`config.mk`:
```
export PLATFORM = sky130hd
export DESIGN_NAME = apb_master_flat
export DESIGN_NICKNAME = d
export VERILOG_FILES = /design/src/rtl/apb_master_pkg.sv /design/src/rtl/apb_master_if.sv /design/src/rtl/apb_master_decoder.sv /design/src/rtl/apb_master.sv /design/src/flat_wrapper.sv
export SDC_FILE = /design/constraint.sdc
export NUM_CORES = 1
export LEC_CHECK = 0
export ABC_AREA = 1
export CORE_ASPECT_RATIO = 0.6
export CORE_MARGIN = 3
export CORE_UTILIZATION = 40
export DETAILED_ROUTE_END_ITERATION = 12
export MAX_ROUTING_LAYER = met4
export PLACE_DENSITY = 0.81
export SETUP_SLACK_MARGIN = 0.02
export SLEW_MARGIN = 5
export SYNTH_ARGS = -nofsm -noshare
export SYNTH_HDL_FRONTEND = slang
export SYNTH_SLANG_ARGS = --single-unit
```
`constraint.sdc`:
```
create_clock -name PCLK -period 5.6 [get_ports PCLK]
set_clock_uncertainty 0.2 [all_clocks]
set_input_delay 1.12 -clock PCLK [delete_from_list [all_inputs] [get_ports PCLK]]
set_output_delay 1.12 -clock PCLK [all_outputs]
set_load 0.03 [all_outputs]
```
`src/rtl/apb_master_pkg.sv`:
```
// rtl/apb_master_pkg.sv - shared types, slave map and address decode helper for apb_master
package apb_master_pkg;

    typedef enum logic [1:0] {
        IDLE,
        SETUP,
        ACCESS
    } state_t;

    localparam int NUM_SLV = 5;

    localparam logic [19:0] SLV_BASE [NUM_SLV] = '{
        20'h10000, 20'h10001, 20'h10002, 20'h10003, 20'h10004
    };

    // An all-zero select vector means no slave claims the page.
    localparam logic [NUM_SLV-1:0] SEL_MISS = '0;

    function automatic logic [NUM_SLV-1:0] decode_page(input logic [19:0] page);
        logic [NUM_SLV-1:0] sel;
        sel = SEL_MISS;
        for (int i = 0; i < NUM_SLV; i++) begin
            if (page == SLV_BASE[i]) begin
                sel[i] = 1'b1;
            end
        end
        return sel;
    endfunction

endpackage

```
`src/rtl/apb_master_if.sv`:
```
// rtl/apb_master_if.sv - CPU request port and APB bus bundle for apb_master
interface apb_master_if;
    logic        transfer;
    logic        write;
    logic [31:0] addr;
    logic [31:0] wdata;
    logic [31:0] rdata;
    logic        ready;
    logic        error;

    logic [31:0] PADDR;
    logic        PWRITE;
    logic        PENABLE;
    logic [31:0] PWDATA;
    logic        PSEL0, PSEL1, PSEL2, PSEL3, PSEL4;
    logic [31:0] PRDATA0, PRDATA1, PRDATA2, PRDATA3, PRDATA4;
    logic        PREADY0, PREADY1, PREADY2, PREADY3, PREADY4;

    modport master (
        input  transfer, write, addr, wdata,
        output rdata, ready, error,
        output PADDR, PWRITE, PENABLE, PWDATA,
        output PSEL0, PSEL1, PSEL2, PSEL3, PSEL4,
        input  PRDATA0, PRDATA1, PRDATA2, PRDATA3, PRDATA4,
        input  PREADY0, PREADY1, PREADY2, PREADY3, PREADY4
    );

    modport slave (
        output transfer, write, addr, wdata,
        input  rdata, ready, error,
        input  PADDR, PWRITE, PENABLE, PWDATA,
        input  PSEL0, PSEL1, PSEL2, PSEL3, PSEL4,
        output PRDATA0, PRDATA1, PRDATA2, PRDATA3, PRDATA4,
        output PREADY0, PREADY1, PREADY2, PREADY3, PREADY4
    );
endinterface

```
`src/rtl/apb_master_decoder.sv`:
```
// rtl/apb_master_decoder.sv - page decode to one-hot select and PREADY/PRDATA return mux
module apb_master_decoder
    import apb_master_pkg::*;
(
    input  logic [19:0]        page,
    output logic [NUM_SLV-1:0] sel,
    output logic               miss,
    input  logic [NUM_SLV-1:0] sel_q,
    input  logic [NUM_SLV-1:0] pready_in,
    input  logic [31:0]        prdata_in [NUM_SLV],
    output logic               pready,
    output logic [31:0]        prdata
);

    // The return mux is keyed by the latched select, so slaves that are not
    // part of the current transfer can never complete it.
    always_comb begin
        sel    = decode_page(page);
        miss   = (sel == SEL_MISS);
        pready = |(sel_q & pready_in);
        prdata = '0;
        for (int i = 0; i < NUM_SLV; i++) begin
            prdata = prdata | ({32{sel_q[i]}} & prdata_in[i]);
        end
    end

endmodule

```
`src/rtl/apb_master.sv`:
```
// rtl/apb_master.sv - APB initiator: latches a CPU request and runs SETUP/ACCESS with timeout
module apb_master
    import apb_master_pkg::*;
#(
    parameter int TIMEOUT_CYCLES = 255
) (
    input  logic PCLK,
    input  logic PRESET,
    apb_master_if.master bus
);

    localparam logic [15:0] TIMEOUT_LAST = 16'(TIMEOUT_CYCLES - 1);

    state_t             state;
    logic [NUM_SLV-1:0] psel;
    logic               penable;
    logic               pwrite;
    logic [31:0]        paddr;
    logic [31:0]        pwdata;
    logic [31:0]        rdata;
    logic               ready;
    logic               error;
    logic [15:0]        wait_cnt;

    logic [NUM_SLV-1:0] dec_sel;
    logic               dec_miss;
    logic               sel_ready;
    logic [31:0]        sel_prdata;
    logic [NUM_SLV-1:0] pready_in;
    logic [31:0]        prdata_in [NUM_SLV];

    assign pready_in    = {bus.PREADY4, bus.PREADY3, bus.PREADY2, bus.PREADY1, bus.PREADY0};
    assign prdata_in[0] = bus.PRDATA0;
    assign prdata_in[1] = bus.PRDATA1;
    assign prdata_in[2] = bus.PRDATA2;
    assign prdata_in[3] = bus.PRDATA3;
    assign prdata_in[4] = bus.PRDATA4;

    apb_master_decoder u_decoder (
        .page      (bus.addr[31:12]),
        .sel       (dec_sel),
        .miss      (dec_miss),
        .sel_q     (psel),
        .pready_in (pready_in),
        .prdata_in (prdata_in),
        .pready    (sel_ready),
        .prdata    (sel_prdata)
    );

    always_ff @(posedge PCLK or posedge PRESET) begin
        if (PRESET) begin
            state    <= IDLE;
            psel     <= SEL_MISS;
            penable  <= 1'b0;
            pwrite   <= 1'b0;
            paddr    <= '0;
            pwdata   <= '0;
            rdata    <= '0;
            ready    <= 1'b0;
            error    <= 1'b0;
            wait_cnt <= '0;
        end else begin
            ready <= 1'b0;
            error <= 1'b0;
            case (state)
                IDLE: begin
                    if (bus.transfer) begin
                        if (dec_miss) begin
                            ready <= 1'b1;
                            error <= 1'b1;
                            rdata <= '0;
                        end else begin
                            paddr    <= bus.addr;
                            pwrite   <= bus.write;
                            pwdata   <= bus.wdata;
                            psel     <= dec_sel;
                            wait_cnt <= '0;
                            state    <= SETUP;
                        end
                    end
                end
                SETUP: begin
                    penable <= 1'b1;
                    state   <= ACCESS;
                end
                ACCESS: begin
                    if (sel_ready) begin
                        psel    <= SEL_MISS;
                        penable <= 1'b0;
                        ready   <= 1'b1;
                        if (!pwrite) begin
                            rdata <= sel_prdata;
                        end
                        state   <= IDLE;
                    end else if (wait_cnt == TIMEOUT_LAST) begin
                        // This cycle is the TIMEOUT_CYCLES-th ACCESS cycle without PREADY.
                        psel    <= SEL_MISS;
                        penable <= 1'b0;
                        ready   <= 1'b1;
                        error   <= 1'b1;
                        rdata   <= '0;
                        state   <= IDLE;
                    end else begin
                        wait_cnt <= wait_cnt + 16'd1;
                    end
                end
                default: begin
                    psel    <= SEL_MISS;
                    penable <= 1'b0;
                    state   <= IDLE;
                end
            endcase
        end
    end

    assign bus.PSEL0   = psel[0];
    assign bus.PSEL1   = psel[1];
    assign bus.PSEL2   = psel[2];
    assign bus.PSEL3   = psel[3];
    assign bus.PSEL4   = psel[4];
    assign bus.PENABLE = penable;
    assign bus.PWRITE  = pwrite;
    assign bus.PADDR   = paddr;
    assign bus.PWDATA  = pwdata;
    assign bus.rdata   = rdata;
    assign bus.ready   = ready;
    assign bus.error   = error;

endmodule

```
`src/flat_wrapper.sv`:
```
// flat-port wrapper written by rule: the top's interface ports become plain ports
module apb_master_flat import apb_master_pkg::*;
#(
    parameter int TIMEOUT_CYCLES = 255
)
  (PCLK, PRESET, bus_transfer, bus_write, bus_addr, bus_wdata, bus_rdata, bus_ready, bus_error, bus_PADDR, bus_PWRITE, bus_PENABLE, bus_PWDATA, bus_PSEL0, bus_PSEL1, bus_PSEL2, bus_PSEL3, bus_PSEL4, bus_PRDATA0, bus_PRDATA1, bus_PRDATA2, bus_PRDATA3, bus_PRDATA4, bus_PREADY0, bus_PREADY1, bus_PREADY2, bus_PREADY3, bus_PREADY4);
  apb_master_if bus_i ();
  input  logic PCLK;
  input  logic PRESET;
  input wire logic [$bits(bus_i.transfer)-1:0] bus_transfer;
  input wire logic [$bits(bus_i.write)-1:0] bus_write;
  input wire logic [$bits(bus_i.addr)-1:0] bus_addr;
  input wire logic [$bits(bus_i.wdata)-1:0] bus_wdata;
  output wire logic [$bits(bus_i.rdata)-1:0] bus_rdata;
  output wire logic [$bits(bus_i.ready)-1:0] bus_ready;
  output wire logic [$bits(bus_i.error)-1:0] bus_error;
  output wire logic [$bits(bus_i.PADDR)-1:0] bus_PADDR;
  output wire logic [$bits(bus_i.PWRITE)-1:0] bus_PWRITE;
  output wire logic [$bits(bus_i.PENABLE)-1:0] bus_PENABLE;
  output wire logic [$bits(bus_i.PWDATA)-1:0] bus_PWDATA;
  output wire logic [$bits(bus_i.PSEL0)-1:0] bus_PSEL0;
  output wire logic [$bits(bus_i.PSEL1)-1:0] bus_PSEL1;
  output wire logic [$bits(bus_i.PSEL2)-1:0] bus_PSEL2;
  output wire logic [$bits(bus_i.PSEL3)-1:0] bus_PSEL3;
  output wire logic [$bits(bus_i.PSEL4)-1:0] bus_PSEL4;
  input wire logic [$bits(bus_i.PRDATA0)-1:0] bus_PRDATA0;
  input wire logic [$bits(bus_i.PRDATA1)-1:0] bus_PRDATA1;
  input wire logic [$bits(bus_i.PRDATA2)-1:0] bus_PRDATA2;
  input wire logic [$bits(bus_i.PRDATA3)-1:0] bus_PRDATA3;
  input wire logic [$bits(bus_i.PRDATA4)-1:0] bus_PRDATA4;
  input wire logic [$bits(bus_i.PREADY0)-1:0] bus_PREADY0;
  input wire logic [$bits(bus_i.PREADY1)-1:0] bus_PREADY1;
  input wire logic [$bits(bus_i.PREADY2)-1:0] bus_PREADY2;
  input wire logic [$bits(bus_i.PREADY3)-1:0] bus_PREADY3;
  input wire logic [$bits(bus_i.PREADY4)-1:0] bus_PREADY4;
  assign bus_i.transfer = bus_transfer;
  assign bus_i.write = bus_write;
  assign bus_i.addr = bus_addr;
  assign bus_i.wdata = bus_wdata;
  assign bus_rdata = bus_i.rdata;
  assign bus_ready = bus_i.ready;
  assign bus_error = bus_i.error;
  assign bus_PADDR = bus_i.PADDR;
  assign bus_PWRITE = bus_i.PWRITE;
  assign bus_PENABLE = bus_i.PENABLE;
  assign bus_PWDATA = bus_i.PWDATA;
  assign bus_PSEL0 = bus_i.PSEL0;
  assign bus_PSEL1 = bus_i.PSEL1;
  assign bus_PSEL2 = bus_i.PSEL2;
  assign bus_PSEL3 = bus_i.PSEL3;
  assign bus_PSEL4 = bus_i.PSEL4;
  assign bus_i.PRDATA0 = bus_PRDATA0;
  assign bus_i.PRDATA1 = bus_PRDATA1;
  assign bus_i.PRDATA2 = bus_PRDATA2;
  assign bus_i.PRDATA3 = bus_PRDATA3;
  assign bus_i.PRDATA4 = bus_PRDATA4;
  assign bus_i.PREADY0 = bus_PREADY0;
  assign bus_i.PREADY1 = bus_PREADY1;
  assign bus_i.PREADY2 = bus_PREADY2;
  assign bus_i.PREADY3 = bus_PREADY3;
  assign bus_i.PREADY4 = bus_PREADY4;
  apb_master #(.TIMEOUT_CYCLES(TIMEOUT_CYCLES)) u_core (.PCLK(PCLK), .PRESET(PRESET), .bus(bus_i));
endmodule
```
* After elaboration in Yosys (flattened, before gate mapping)
Cells that the tools add are included.
** Storage, ports and cells
- Register bits :: 123
- Word-level logic and storage cells :: 85
** Operators by class
- Add/subtract/negate cells :: 1
- Eq/ne operators :: 15
- Mux-type cells :: 36
- Bitwise logic cells :: 13
- Reductions and logical operators :: 10
** Operator list (count)
- AND 32 bit :: 5
- two-way mux 32 bit :: 5
- OR 32 bit :: 4
- equality test 20 x 17 -> 1 bit (second input constant) :: 5
- two-way mux 16 bit :: 4
- one-hot mux 32 bit (2 select lines) :: 1
- one-hot mux 16 bit (2 select lines) :: 1
- two-way mux 5 bit :: 4
- adder 16 x 1 -> 16 bit (second input constant) :: 1
- equality test 16 x 8 -> 1 bit (second input constant) :: 1
- one-hot mux 5 bit (3 select lines) :: 1
- two-way mux 1 bit :: 12
- AND reduction 5 bit :: 2
- two-way mux 2 bit :: 4
- != test 2 bit (second input constant) :: 4
- one-hot mux 2 bit (3 select lines) :: 1
- AND reduction 3 bit :: 2
- AND 5 bit :: 1
- logical NOT 5 bit :: 1
- OR reduction 5 bit :: 1
- one-hot mux 1 bit (2 select lines) :: 2
- AND reduction 4 bit :: 1
- != test 3 x 1 -> 1 bit (second input constant) :: 1
- != test 3 bit (second input constant) :: 1
- other kinds (8) :: 10

* Logic depth before layout (Yosys ltp)
- Depth in word-level cells :: 8
- Depth in mapped cells :: 12
- Gate-level depth less buffers :: 11

* By module
From an unflattened synthesis, not the netlist that was laid out.
** Unflattened totals
- Cell total of the unflattened synthesis :: 924
- Area total of the unflattened synthesis :: 6824.0 um^2
** By module, submodules not included
- apb_master :: instances 1, cells each 640, area each 5511.5 um^2, seq. area each 3078.0 um^2
- apb_master_decoder :: instances 1, cells each 284, area each 1312.5 um^2, seq. area each 0.0 um^2

* Least setup slack after synthesis
OpenSTA, ideal clock, no wires.
- Kind :: input to register
- Start point :: input port bus_addr[16]
- End point :: register u_core.paddr[15], in the netlist u_core.bus.PADDR[15]
- Setup time :: 0.114 ns
- Data arrival time :: 2.271 ns
- Required time :: 5.286 ns
- Slack :: 3.014 ns
- Cell stages on the path :: 12
- Path buffers :: 2
- Cell sequence :: nor2_1 nand2_1 nor2_1 inv_1 nor2_1 o21ai_1 nand2_1 nand3_2 buf_6 buf_4 nand2_1 inv_1
** On the way
- Longest elaborated chain between the ends :: 5
** RTL lines
- from (decl) :: line flat_wrapper.sv:12 : input wire logic [$bits(bus_i.addr)-1:0] bus_addr;
- equality test 20 x 17 -> 1 bit :: line apb_master_pkg.sv:23 : if (page == SLV_BASE[i]) begin
- two-way mux 1 bit :: line apb_master_pkg.sv:23
- logical NOT 5 bit (*) :: line apb_master_decoder.sv:19 : miss = (sel == SEL_MISS);
- NOT 1 bit (no source line) (*)
- AND reduction 3 bit (no source line) (*)
- to (signal assigned) :: line apb_master.sv:73 : paddr <= bus.addr;
- to (decl) :: line apb_master.sv:18 : logic [31:0] paddr;
Mark *: on every way between the ends. The rest lies on a longest branch, timed or not.
A chain may end at the register's enable or synchronous reset.

* Final worst setup path
- Start point :: input port bus_addr[31]
- End point :: register u_core.psel[4]
** On the way
- Longest elaborated chain between the ends :: 5
** RTL lines
- equality test 20 x 17 -> 1 bit :: line apb_master_pkg.sv:23
- two-way mux 1 bit :: line apb_master_pkg.sv:23
- logical NOT 5 bit / two-way mux 5 bit (equally long branches) :: line apb_master_decoder.sv:19, apb_master.sv:68
- != test 2 bit (no source line) / two-way mux 5 bit (equally long branches)
- AND reduction 4 bit (no source line) / one-hot mux 5 bit (3 select lines) (equally long branches)
- to (signal assigned) :: line apb_master.sv:76 : psel <= dec_sel;
- to (decl) :: line apb_master.sv:15 : logic [NUM_SLV-1:0] psel;
Several ways; a longest one is shown, not always the timed one. The select of a mux whose other input is x is not followed.

==> metrics.yaml <==
yosys:
  async_reset_ff_share_pct: 100
  dominant_cell_by_count_in_the_synthesized_netlist: "sky130_fd_sc_hd__nand2_1"
  post_synth_most_frequent_cells: "sky130_fd_sc_hd__nand2_1, sky130_fd_sc_hd__dfrtp_1, sky130_fd_sc_hd__nor2_1, sky130_fd_sc_hd__a22o_1, sky130_fd_sc_hd__nand3_1"
  synth-xor-area-share_pct: 0.271
  synth_enable_flop_cells: 0
  synth_seq_area_share_pct: 47.6
  syn-num-nets: 1077
  combinational_family_with_the_most_area_after_synthesis: "simple AND/OR/NAND/NOR gates"
  post_synth_fa_ha_maj_area_fraction_pct: 0.387
  area_fraction_in_compound_gates_after_synthesis_pct: 12.7
  syn_area_um2: 6460
  synth_top_area_share_pct: 47.6
  synth_seq_cells: 123
  synth_area_leaders: "sky130_fd_sc_hd__dfrtp_1, sky130_fd_sc_hd__nand2_1, sky130_fd_sc_hd__a22o_1, sky130_fd_sc_hd__nor2_1, sky130_fd_sc_hd__nand3_1"
  syn_inst: 842
  synth-simple-area-share_pct: 32.1
  syn-mean-instance-area_um2: 7.68
  synth_top_cell_by_area: "sky130_fd_sc_hd__dfrtp_1"
  multiplexer_share_of_the_synthesized_area_pct: 0
  synth_top_flop_cell: "sky130_fd_sc_hd__dfrtp_1"
  distinct_cell_type_count_after_synthesis: 28
  yosysWarnings: 0
layout:
  areaGrowthSynthToFinish_pct: 61.8
  layoutNonFillerInstCount: 1373
  finalNetCount: 1391
  post_route_cells_drive_above_1_share_pct: 4.96
job:
  maxCapViolCount: 0
global_route:
  grt_start_max_net_pins: 83
  grt_pass1_wl_um: 36800
  initial_antenna_violation_count: 1
  first_global_vias: 6774
  overall_global_routing_resource_usage_pct: 27.1
  grt_remaining_overflow: 0
timing:
  tightest_slew_ps: 1140
  report.final.setup_viol: 0
  tns_ps: 0
  worst_relative_slew_slack_pct: 23.9
  post-route-min-period_ps: 3900
  hold_viol: 0
  maxSlewViolCount: 0
  unrepaired_setup_endpoints_after_global_routing: "no"
  clock.fmax_mhz: 256
  finalCritPeriodShare_pct: 69.6
place:
  gp_congestion: 0.934
  io_buffers: 337
  detailed_place_hpwl_um: 17600
  placedCellCount: 1340
power_and_ir_drop:
  power_density_nw_per_um2: 204
  power_mw: 2.14
  power.leakage_nw: 4.95
  ir_worst_vdd_uv: 216
routing:
  vias: 6943
  drt_first_iter_violations: 554
  drc_errors: 0
  drt-wirelength-per-cell_um: 17.4
  detail_route.first_pass.iterations: 5
  detail-route-antenna-nets: 0
  viasPerCell: 5.06
  finalWirelength_um: 23900
clock_tree:
  cts-hold-fix-buffers: 0
  cts_num_sinks: 123
  tritoncts: "built"
  postCtsSetupRepairBufs: 0
  clk_pin_slew_ps: 60
  clk-insertion-delay-late_ps: 410
  clk_path_buf_depth: 2
  clock_tree.root_cell: "sky130_fd_sc_hd__clkbuf_16"
  ctsResizeCount: 0
  tritoncts_buffer_count: 17
  cts_max_level: 4
critical_path:
  crit-reg2reg-capture: "u_core.bus.rdata[16]"
  timing.critical_path.arrival_ps: 4050
  critPathRequiredTime_ps: 5750
  maximum_fanout_count_along_the_critical_path: 53
  critPathCaptureType: "flop"
  rr_worst_depth: 11
  worst-r2r-setup-slack_ps: 2370
  timing.setup.critical_path_class: "input port to flop"
  setup.worst_path.start_class: "input port"
  timing.rr.start: "u_core.psel[2]"
floorplan:
  floorplan.die.height_um: 104
  start_util_pct: 41.5
  die_width_um: 170
  core_area_um2: 15600
  die_area_um2: 17800
  core.rowCount: 35
  design.portCount: 338
hold_path:
  min_path_cells: 2
  path_category_of_the_worst_min_delay_check: "flop to flop"
  holdPathEnd: "u_core.bus.rdata[19]"
  timing.hold.worst.start: "u_core.bus.rdata[19]"
run_status:
  outcome: "finished clean"
power by group:
| part | internal [mW] | leakage [nW] | switching (mW) |
|---|---|---|---|
| clock network | 0.590 | 0.273 | 0.467 |
| registers | 0.889 | 1.69 | 0 |
| logic | 0.142 | 2.98 | 0.0470 |
worst max-delay path, stage by stage:
cell and delay, ps:
sky130_fd_sc_hd__clkdlybuf4s50_1 400, sky130_fd_sc_hd__nor2_1 150, sky130_fd_sc_hd__nand3_2 150, sky130_fd_sc_hd__nor2_1 180, sky130_fd_sc_hd__o2111ai_1 210, sky130_fd_sc_hd__nand2_1 170, sky130_fd_sc_hd__nand3_2 510, sky130_fd_sc_hd__inv_2 870
sky130_fd_sc_hd__nand2_1 160, sky130_fd_sc_hd__nand2_1 110
cells by family (layout without fill, tap and decap cells):
kind of cell,Yosys count,count (layout)
and+or+nand+nor,506,506
buffers and inverters,96,423
other,0,1
AOI/OAI and AO/OA,113,113
DFF,123,123
adders and majority gates,2,2
xor gates and xnor gates,2,2
worst max path at each step:
stage                  from  slack (ps)             endpoint  depth (start not counted)
2_1_floorplan        PRESET        1010  u_core.bus.PADDR[0]                          1
3_3_place_gp   bus_addr[16]        1320       u_core.psel[4]                         12
3_5_place_dp   bus_addr[31]        1260       u_core.psel[4]                         10
4_1_cts        bus_addr[31]        1680       u_core.psel[4]                         10
5_1_grt        bus_addr[19]        1320       u_core.psel[4]                         12
6_report       bus_addr[31]        1700       u_core.psel[4]                         10
per-stage QoR:
stage                     setup WS (ps)  hold slack [ps]  util, %  instance area (um^2)
after floorplan                    1010              264        -                  6460
after global placement             1320              248     63.4                  9880
after detailed placement           1260              252     63.4                  9880
after CTS                          1680              271     67.1                 10500
after global routing               1320              284     67.1                 10500
final                              1700              268     67.1                 10500
state kept, by name, indices dropped and copies added (netlist names):
| register | cells |
|---|---|
| u_core.bus.PADDR | 32 |
| u_core.state | 2 |
| u_core.wait_cnt | 16 |
| u_core.bus.error | 1 |
| u_core.bus.rdata | 32 |
| u_core.bus.ready | 1 |
| u_core.psel | 5 |
| u_core.bus.PWDATA | 32 |
| u_core.bus.PWRITE | 1 |
| u_core.bus.PENABLE | 1 |
layout by cell type, fill, tap and decap left out, drive strengths merged:
master / netlist / routed
xor2: 2 / 2
nand2: 349 / 349
dfrtp: 123 / 123
o2111ai: 1 / 1
clkdlybuf4s50: 0 / 337
buf: 31 / 10
nor4: 1 / 1
a21oi: 37 / 37
clkinvlp: 0 / 3
nor3: 8 / 8
nor2: 73 / 73
or2: 2 / 2
a22o: 62 / 62
o21bai: 1 / 1
nand4: 21 / 21
diode: 0 / 1
ha: 2 / 2
clkinv: 0 / 3
nand3: 52 / 52
clkbuf: 21 / 17
inv: 44 / 53
a221oi: 1 / 1
o21ai: 11 / 11
metal layers:
| layer | global-route usage, % | up-vias | share of wire (%) |
|---|---|---|---|
| li1 | - | 3370 | - |
| met1 | 36.1 | 3262 | 44 |
| met4 | 5.21 | 0 | 0.78 |
| met5 | - | - | 0 |
| met3 | 8.58 | 18 | 9.1 |
| met2 | 41.2 | 293 | 46 |
layout make-up:
type                       instances  area (um^2)
fill                            1292         5130
timing repair buffer             347         3450
sequential                       123         3080
multi-input combinational        623         2930
clock buffer                      17          425
tap                              203          254
inverter                          44          168
clock inverter                    15          150
antenna                            1         2.50
No activity file was read; power rests on OpenSTA's default activity.
